--- src/rtl/uart_rx_ext.sv ---
// uart_rx_ext -- parametrised oversampling UART receiver.
//
// Receives DATA_BITS-wide frames, LSB first, from the rx line. The line is
// sampled at mid-bit using OVERSAMPLE s_tick pulses per bit period. Parity
// and stop-bit count can be changed at runtime, but they are captured when
// the start edge is detected. A completed word is held in output registers
// until rx_rd acknowledges it.
//
// Ports:
//   clk          system clock
//   reset        synchronous, active-high reset
//   rx           asynchronous serial line, idle high
//   s_tick       oversample enable, one clk wide
//   parity_mode  00/11 none, 01 even, 10 odd
//   two_stop     1 = two stop bits checked
//   rx_rd        consumer acknowledge of held data
//   rx_data      received word
//   rx_valid     held word available (level)
//   parity_err   parity mismatch for held word
//   frame_err    a stop bit was sampled low for held word
//   break_det    break condition for held word
//   overrun_err  a word was lost since the last rx_rd (sticky)
module uart_rx_ext #(
  parameter int DATA_BITS   = 8,
  parameter int OVERSAMPLE  = 16,
  parameter int SYNC_STAGES = 2
) (
  input  logic                 clk,
  input  logic                 reset,
  input  logic                 rx,
  input  logic                 s_tick,
  input  logic [1:0]           parity_mode,
  input  logic                 two_stop,
  input  logic                 rx_rd,
  output logic [DATA_BITS-1:0] rx_data,
  output logic                 rx_valid,
  output logic                 parity_err,
  output logic                 frame_err,
  output logic                 break_det,
  output logic                 overrun_err
);

  localparam int SW = $clog2(OVERSAMPLE);
  localparam int NW = $clog2(DATA_BITS);
  localparam logic [SW-1:0] S_MID  = SW'(OVERSAMPLE/2 - 1);
  localparam logic [SW-1:0] S_LAST = SW'(OVERSAMPLE - 1);
  localparam logic [NW-1:0] N_LAST = NW'(DATA_BITS - 1);

  typedef enum logic [2:0] {
    IDLE,
    START,
    DATA,
    PARITY,
    STOP,
    BRK_WAIT
  } state_t;

  state_t                 r_state, w_state_n;
  logic [SYNC_STAGES-1:0] r_sync;
  logic                   w_rx_s;
  logic [SW-1:0]          r_s_cnt, w_s_cnt_n;
  logic [NW-1:0]          r_n_cnt, w_n_cnt_n;
  logic [DATA_BITS-1:0]   r_shreg, w_shreg_n;
  logic [1:0]             r_pmode, w_pmode_n;
  logic                   r_two, w_two_n;
  logic                   r_pbit, w_pbit_n;
  logic                   r_perr, w_perr_n;
  logic                   r_ferr, w_ferr_n;
  logic                   r_stop2, w_stop2_n;
  logic                   w_par_en, w_odd;
  logic                   w_done, w_done_ferr, w_done_brk;

  assign w_rx_s   = r_sync[SYNC_STAGES-1];
  assign w_par_en = ^r_pmode;          // 01 or 10
  assign w_odd    = (r_pmode == 2'b10);

  always_ff @(posedge clk) begin
    if (reset) begin
      r_sync  <= '1;
      r_state <= IDLE;
      r_s_cnt <= '0;
      r_n_cnt <= '0;
      r_shreg <= '0;
      r_pmode <= '0;
      r_two   <= 1'b0;
      r_pbit  <= 1'b0;
      r_perr  <= 1'b0;
      r_ferr  <= 1'b0;
      r_stop2 <= 1'b0;
    end else begin
      r_sync  <= {r_sync[SYNC_STAGES-2:0], rx};
      r_state <= w_state_n;
      r_s_cnt <= w_s_cnt_n;
      r_n_cnt <= w_n_cnt_n;
      r_shreg <= w_shreg_n;
      r_pmode <= w_pmode_n;
      r_two   <= w_two_n;
      r_pbit  <= w_pbit_n;
      r_perr  <= w_perr_n;
      r_ferr  <= w_ferr_n;
      r_stop2 <= w_stop2_n;
    end
  end

  always_comb begin
    w_state_n   = r_state;
    w_s_cnt_n   = r_s_cnt;
    w_n_cnt_n   = r_n_cnt;
    w_shreg_n   = r_shreg;
    w_pmode_n   = r_pmode;
    w_two_n     = r_two;
    w_pbit_n    = r_pbit;
    w_perr_n    = r_perr;
    w_ferr_n    = r_ferr;
    w_stop2_n   = r_stop2;
    w_done      = 1'b0;
    w_done_ferr = r_ferr;
    w_done_brk  = 1'b0;

    case (r_state)
      IDLE: begin
        if (!w_rx_s) begin
          w_state_n = START;
          w_s_cnt_n = '0;
          w_pmode_n = parity_mode;
          w_two_n   = two_stop;
        end
      end

      START: begin
        if (s_tick) begin
          if (r_s_cnt == S_MID) begin
            if (w_rx_s) begin
              w_state_n = IDLE;        // glitch, not a real start bit
            end else begin
              w_state_n = DATA;
              w_s_cnt_n = '0;
              w_n_cnt_n = '0;
              w_pbit_n  = 1'b0;
              w_perr_n  = 1'b0;
              w_ferr_n  = 1'b0;
              w_stop2_n = 1'b0;
            end
          end else begin
            w_s_cnt_n = r_s_cnt + 1'b1;
          end
        end
      end

      DATA: begin
        if (s_tick) begin
          if (r_s_cnt == S_LAST) begin
            w_shreg_n = {w_rx_s, r_shreg[DATA_BITS-1:1]};
            w_s_cnt_n = '0;
            if (r_n_cnt == N_LAST) begin
              w_state_n = w_par_en ? PARITY : STOP;
            end else begin
              w_n_cnt_n = r_n_cnt + 1'b1;
            end
          end else begin
            w_s_cnt_n = r_s_cnt + 1'b1;
          end
        end
      end

      PARITY: begin
        if (s_tick) begin
          if (r_s_cnt == S_LAST) begin
            w_pbit_n  = w_rx_s;
            w_perr_n  = (^r_shreg) ^ w_rx_s ^ w_odd;
            w_s_cnt_n = '0;
            w_state_n = STOP;
          end else begin
            w_s_cnt_n = r_s_cnt + 1'b1;
          end
        end
      end

      STOP: begin
        if (s_tick) begin
          if (r_s_cnt == S_LAST) begin
            w_s_cnt_n = '0;
            // Break is decided on the first stop sample; r_pbit is 0 when
            // parity is disabled, so one test covers both frame formats.
            if (!r_stop2 && !w_rx_s && (r_shreg == '0) && !r_pbit) begin
              w_done      = 1'b1;
              w_done_ferr = 1'b1;
              w_done_brk  = 1'b1;
              w_state_n   = BRK_WAIT;
            end else if (!r_stop2 && r_two) begin
              w_stop2_n = 1'b1;
              w_ferr_n  = r_ferr | ~w_rx_s;
            end else begin
              w_done      = 1'b1;
              w_done_ferr = r_ferr | ~w_rx_s;
              w_state_n   = IDLE;
            end
          end else begin
            w_s_cnt_n = r_s_cnt + 1'b1;
          end
        end
      end

      BRK_WAIT: begin
        if (w_rx_s) begin
          w_state_n = IDLE;
        end
      end

      default: w_state_n = IDLE;
    endcase
  end

  always_ff @(posedge clk) begin
    if (reset) begin
      rx_data     <= '0;
      rx_valid    <= 1'b0;
      parity_err  <= 1'b0;
      frame_err   <= 1'b0;
      break_det   <= 1'b0;
      overrun_err <= 1'b0;
    end else if (w_done) begin
      rx_data    <= r_shreg;
      parity_err <= r_perr;
      frame_err  <= w_done_ferr;
      break_det  <= w_done_brk;
      rx_valid   <= 1'b1;
      // A pending word is lost unless it is being acknowledged this cycle.
      if (rx_valid) begin
        overrun_err <= ~rx_rd;
      end
    end else if (rx_rd && rx_valid) begin
      rx_valid    <= 1'b0;
      overrun_err <= 1'b0;
    end
  end

endmodule

--- config.mk ---
export PLATFORM = sky130hd
export DESIGN_NAME = uart_rx_ext
export DESIGN_NICKNAME = d
export VERILOG_FILES = /design/src/rtl/uart_rx_ext.sv
export SDC_FILE = /design/constraint.sdc
export NUM_CORES = 1
export LEC_CHECK = 0
export CAP_MARGIN = 20
export CORE_MARGIN = 10
export CORE_UTILIZATION = 50
export CTS_BUF_LIST = sky130_fd_sc_hd__clkbuf_8
export CTS_CLUSTER_SIZE = 12
export DETAILED_ROUTE_END_ITERATION = 12
export GPL_ROUTABILITY_DRIVEN = 0
export GPL_TIMING_DRIVEN = 0
export HOLD_SLACK_MARGIN = 0.02
export PLACE_DENSITY = 0.82
export SYNTH_ARGS = -nofsm -noshare
export SYNTH_HDL_FRONTEND = slang
export SYNTH_SLANG_ARGS = --single-unit
--- constraint.sdc ---
create_clock -name clk -period 5.15 [get_ports clk]
set_clock_uncertainty 0.1 [all_clocks]
set_input_delay 1.545 -clock clk [delete_from_list [all_inputs] [get_ports clk]]
set_output_delay 1.545 -clock clk [all_outputs]
set_load 0.05 [all_outputs]
==> results of run 1 <==
-- cells by family (layout without fill, tap and decap cells) --
group           after synthesis  count (layout)  share of synthesized area (%)
simple gates                 90              90                           22.5
compound gates               55              55                           16.0
flops                        40              40                           39.8
buf+inv                      36              64                           7.65
mux                          12              12                           5.97
fa+ha+maj                     8               8                           4.98
xor+xnor                      7               7                           3.05
-- worst max-delay path, cell delays in order --
cell,delay [ns]
clkdlybuf4s50_1,0.48
clkbuf_1,0.38
a211oi_1,0.12
or4_1,0.52
buf_2,0.16
or3_1,0.35
a21oi_1,0.12
-- area by class of cell --
class / instances / area (um^2)
clock buffers: 6 / 82.6
plain buffers: 18 / 86.3
fillers: 318 / 1380
repair buffers: 20 / 200
multi-input cells: 172 / 1060
flip-flops and latches: 40 / 801
well taps: 48 / 60.1
inverters: 18 / 67.6
clock inverters: 2 / 38.8
-- state kept, by name, summed over array words and instances, names as in the netlist --
name,flops
break_det,1
frame_err,1
overrun_err,1
parity_err,1
r_ferr,1
r_n_cnt,3
r_pbit,1
r_perr,1
r_pmode,2
r_s_cnt,4
r_shreg,8
r_state,3
r_stop2,1
r_sync,2
r_two,1
rx_data,8
rx_valid,1
-- through the flow --
step | power [mW] | setup slack [ns] | hold WS (ns) | instance area [um^2]
4_1_cts | 0.780 | 1.62 | 0.314 | 2390
3_5_place_dp | 0.512 | 1.31 | 0.296 | 2270
3_3_place_gp | 0.511 | 1.34 | 0.292 | 2270
6_report | 0.779 | 1.61 | 0.313 | 2390
5_1_grt | 0.815 | 1.50 | 0.333 | 2390
2_1_floorplan | 0.474 | 2.00 | 0.289 | 2010
-- Yosys cell counts, types with 2 or more instances --
master,instances,area share (%)
a21o_1,2,0.75
and3_1,2,0.62
nand2_1,33,6.2
a211oi_1,4,1.5
clkbuf_1,10,1.9
nand3_1,2,0.50
nand2b_1,4,1.2
ha_1,8,5.0
o32ai_1,2,0.87
a21oi_1,26,6.5
a31oi_1,2,0.62
inv_1,18,3.4
dfxtp_1,40,40
or3_1,5,1.6
xnor2_1,6,2.6
nand3b_1,3,1.1
nor3b_1,4,1.5
nor3_1,5,1.2
nor2_1,16,3.0
mux2i_1,12,6.0
buf_2,6,1.5
o21ai_0,11,2.7
or2_2,6,1.9
-- power groups by stage --
stage               logic [mW]  clock network (mW)  registers, mW
finish                   0.181               0.270          0.328
detailed placement       0.177                   0          0.335
global route             0.202               0.284          0.330
CTS                      0.177               0.275          0.328
floorplan                0.140                   0          0.334
global placement         0.176                   0          0.335
-- metal layers --
metal | vias up | global-route usage, %
li1 | 899 | -
met1 | 810 | 14.0
met2 | 46 | 20.7
met3 | 6 | 2.83
met4 | 0 | 4.24
met5 | - | 0
-- worst max-delay path by stage --
stage	start	to	cells past startpoint
6_report	s_tick	r_state[1]	7
5_1_grt	s_tick	r_state[1]	7
4_1_cts	s_tick	r_state[1]	7
3_5_place_dp	s_tick	r_state[1]	7
3_3_place_gp	s_tick	r_state[1]	7
2_1_floorplan	s_tick	r_state[1]	6
==> run metrics, run 1 <==
Setup-failing EPs final 0; Max Cap Viol 0; setup slack, reg-to-reg ~2.9 ns; n_diodes 0; clk sinks 40; worst hold start r_sync[0]; Sw Share roughly 29%; initial antenna violation count 0; Port Buffers 20; Synth Cell Area 2010 um^2; htree depth 2; setup_tns 0 ns; Max Slew Vio Count 0; first-pass GRT wire length 7300 um; final net count about 290; Worst Tran Pin Value around 0.55 ns; Chip Width 83.4 um; type of the worst setup path primary input to register; fraction of layout cells with a size suffix above 1 a little under a tenth; CTS tree yes; Worst setup EP type register; routed vias 1761; cts hold-fix bufs 0; TritonCTS Buffers 5; Comb power frac between 20 and 25%; status finished, final reports clean; most frequent cells in the layout 40 x dfxtp_1, 33 x nand2_1, 26 x a21oi_1, 20 x clkdlybuf4s50_1, 18 x inv_1; switching pwr between 0.2 and 0.25 mW; dominant synthesized flop cell dfxtp_1; starting density of the core 53.3%; Synth Area per Inst approximately 8 um^2; clock buffer depth 2; clock root cell clkbuf_8; crit path time final ~3.5 ns; DIE AREA between 6000 and 7000 um^2; largest net degree at the start of global routing 14; Async SR Flop Fraction 0%; clock slew at reported path FFs roughly 0.080 ns; vias per cell 5.44; power density over cell area between 300 and 400 nW/um^2; row count 22; drt first pass iters 4; wire length on met1 between 1500 and 2000 um; initial DRC count 203; Seq/Total Area, Yosys around two fifths; Yosys reg bits 40; io pins 21; critical path data required time 5.28 ns; met2 wire len 2100 um; Worst Reg-to-Reg Cells 8; syn nets between 200 and 300; final core occ between 60% and 70%; grt ovf 0; Clock Power Share a little over a third; top routing layer used met4; vias in the first global route ~1600; fin crit share 68.8%; Hold Path Depth 1; non-filler instance count after layout between 300 and 400; Hold EP r_sync[1]; Total Routed Length between 4000 and 5000 um; Arr. time, crit path between 3 and 4 ns; cell count after synthesis roughly 250; RSZ-0062 raised after global routing false; commonest non-fill, non-tap cell in the layout dfxtp_1; P_leak a little over 0.8 nW; worst r2r src r_s_cnt[0]; Peak VDD IR between 200 and 300 uV; FMAX approximately 280 MHz; crit start category primary input; CP Max Fanout 10; Final Hold Viols 0; Layout area overhead 19.0%; hold crit path type register to register; GRT Util Overall around an eighth; total core area approximately 3800 um^2; Detail Route Antenna Nets 0; Pint about 0.56 mW; number of synthesized flops with an enable pin 0; YS warnings 0; clk_lat worst skew just under 0.3 ns; Seq pwr share between 40% and 50%; WL/cell ~13 um; Die H approximately 83 um; DRC Markers 0; worst reg2reg endpoint r_state[1]; WL met3 roughly 250 um; post-DP HPWL around 3200 um; Worst slew margin 63.2%; Resize count post-CTS 0; placed cells about 320; postcts setup bufs 0; post-synth cell types 44
(Power assumes the default switching activity.)
==> run 2, diff against run 1 <==
clock period = 3.4 ns   (was 5.15 ns; I/O delays follow)
==> results of run 2 <==
Same layout as run 1 (identical final DEF). Status: finished, final reports clean.
Main changes from that run: setup slack after placement 1.31 ns -> 0.0885 ns; setup slack after layout 1.61 ns -> 0.382 ns; register-to-register setup slack 2.85 ns -> 1.10 ns; total power 0.779 mW -> 1.18 mW; worst IR drop on VDD 250 uV -> 379 uV
==> run 3, diff against run 2 <==
ABC_CLOCK_PERIOD_IN_PS = 3400   (was unset)
==> results of run 3 <==
Same layout as run 1 (identical final DEF). Status: finished, final reports clean.
Main changes from that run: setup slack after placement 1.31 ns -> 0.0885 ns; setup slack after layout 1.61 ns -> 0.382 ns; register-to-register setup slack 2.85 ns -> 1.10 ns; total power 0.779 mW -> 1.18 mW; worst IR drop on VDD 250 uV -> 379 uV
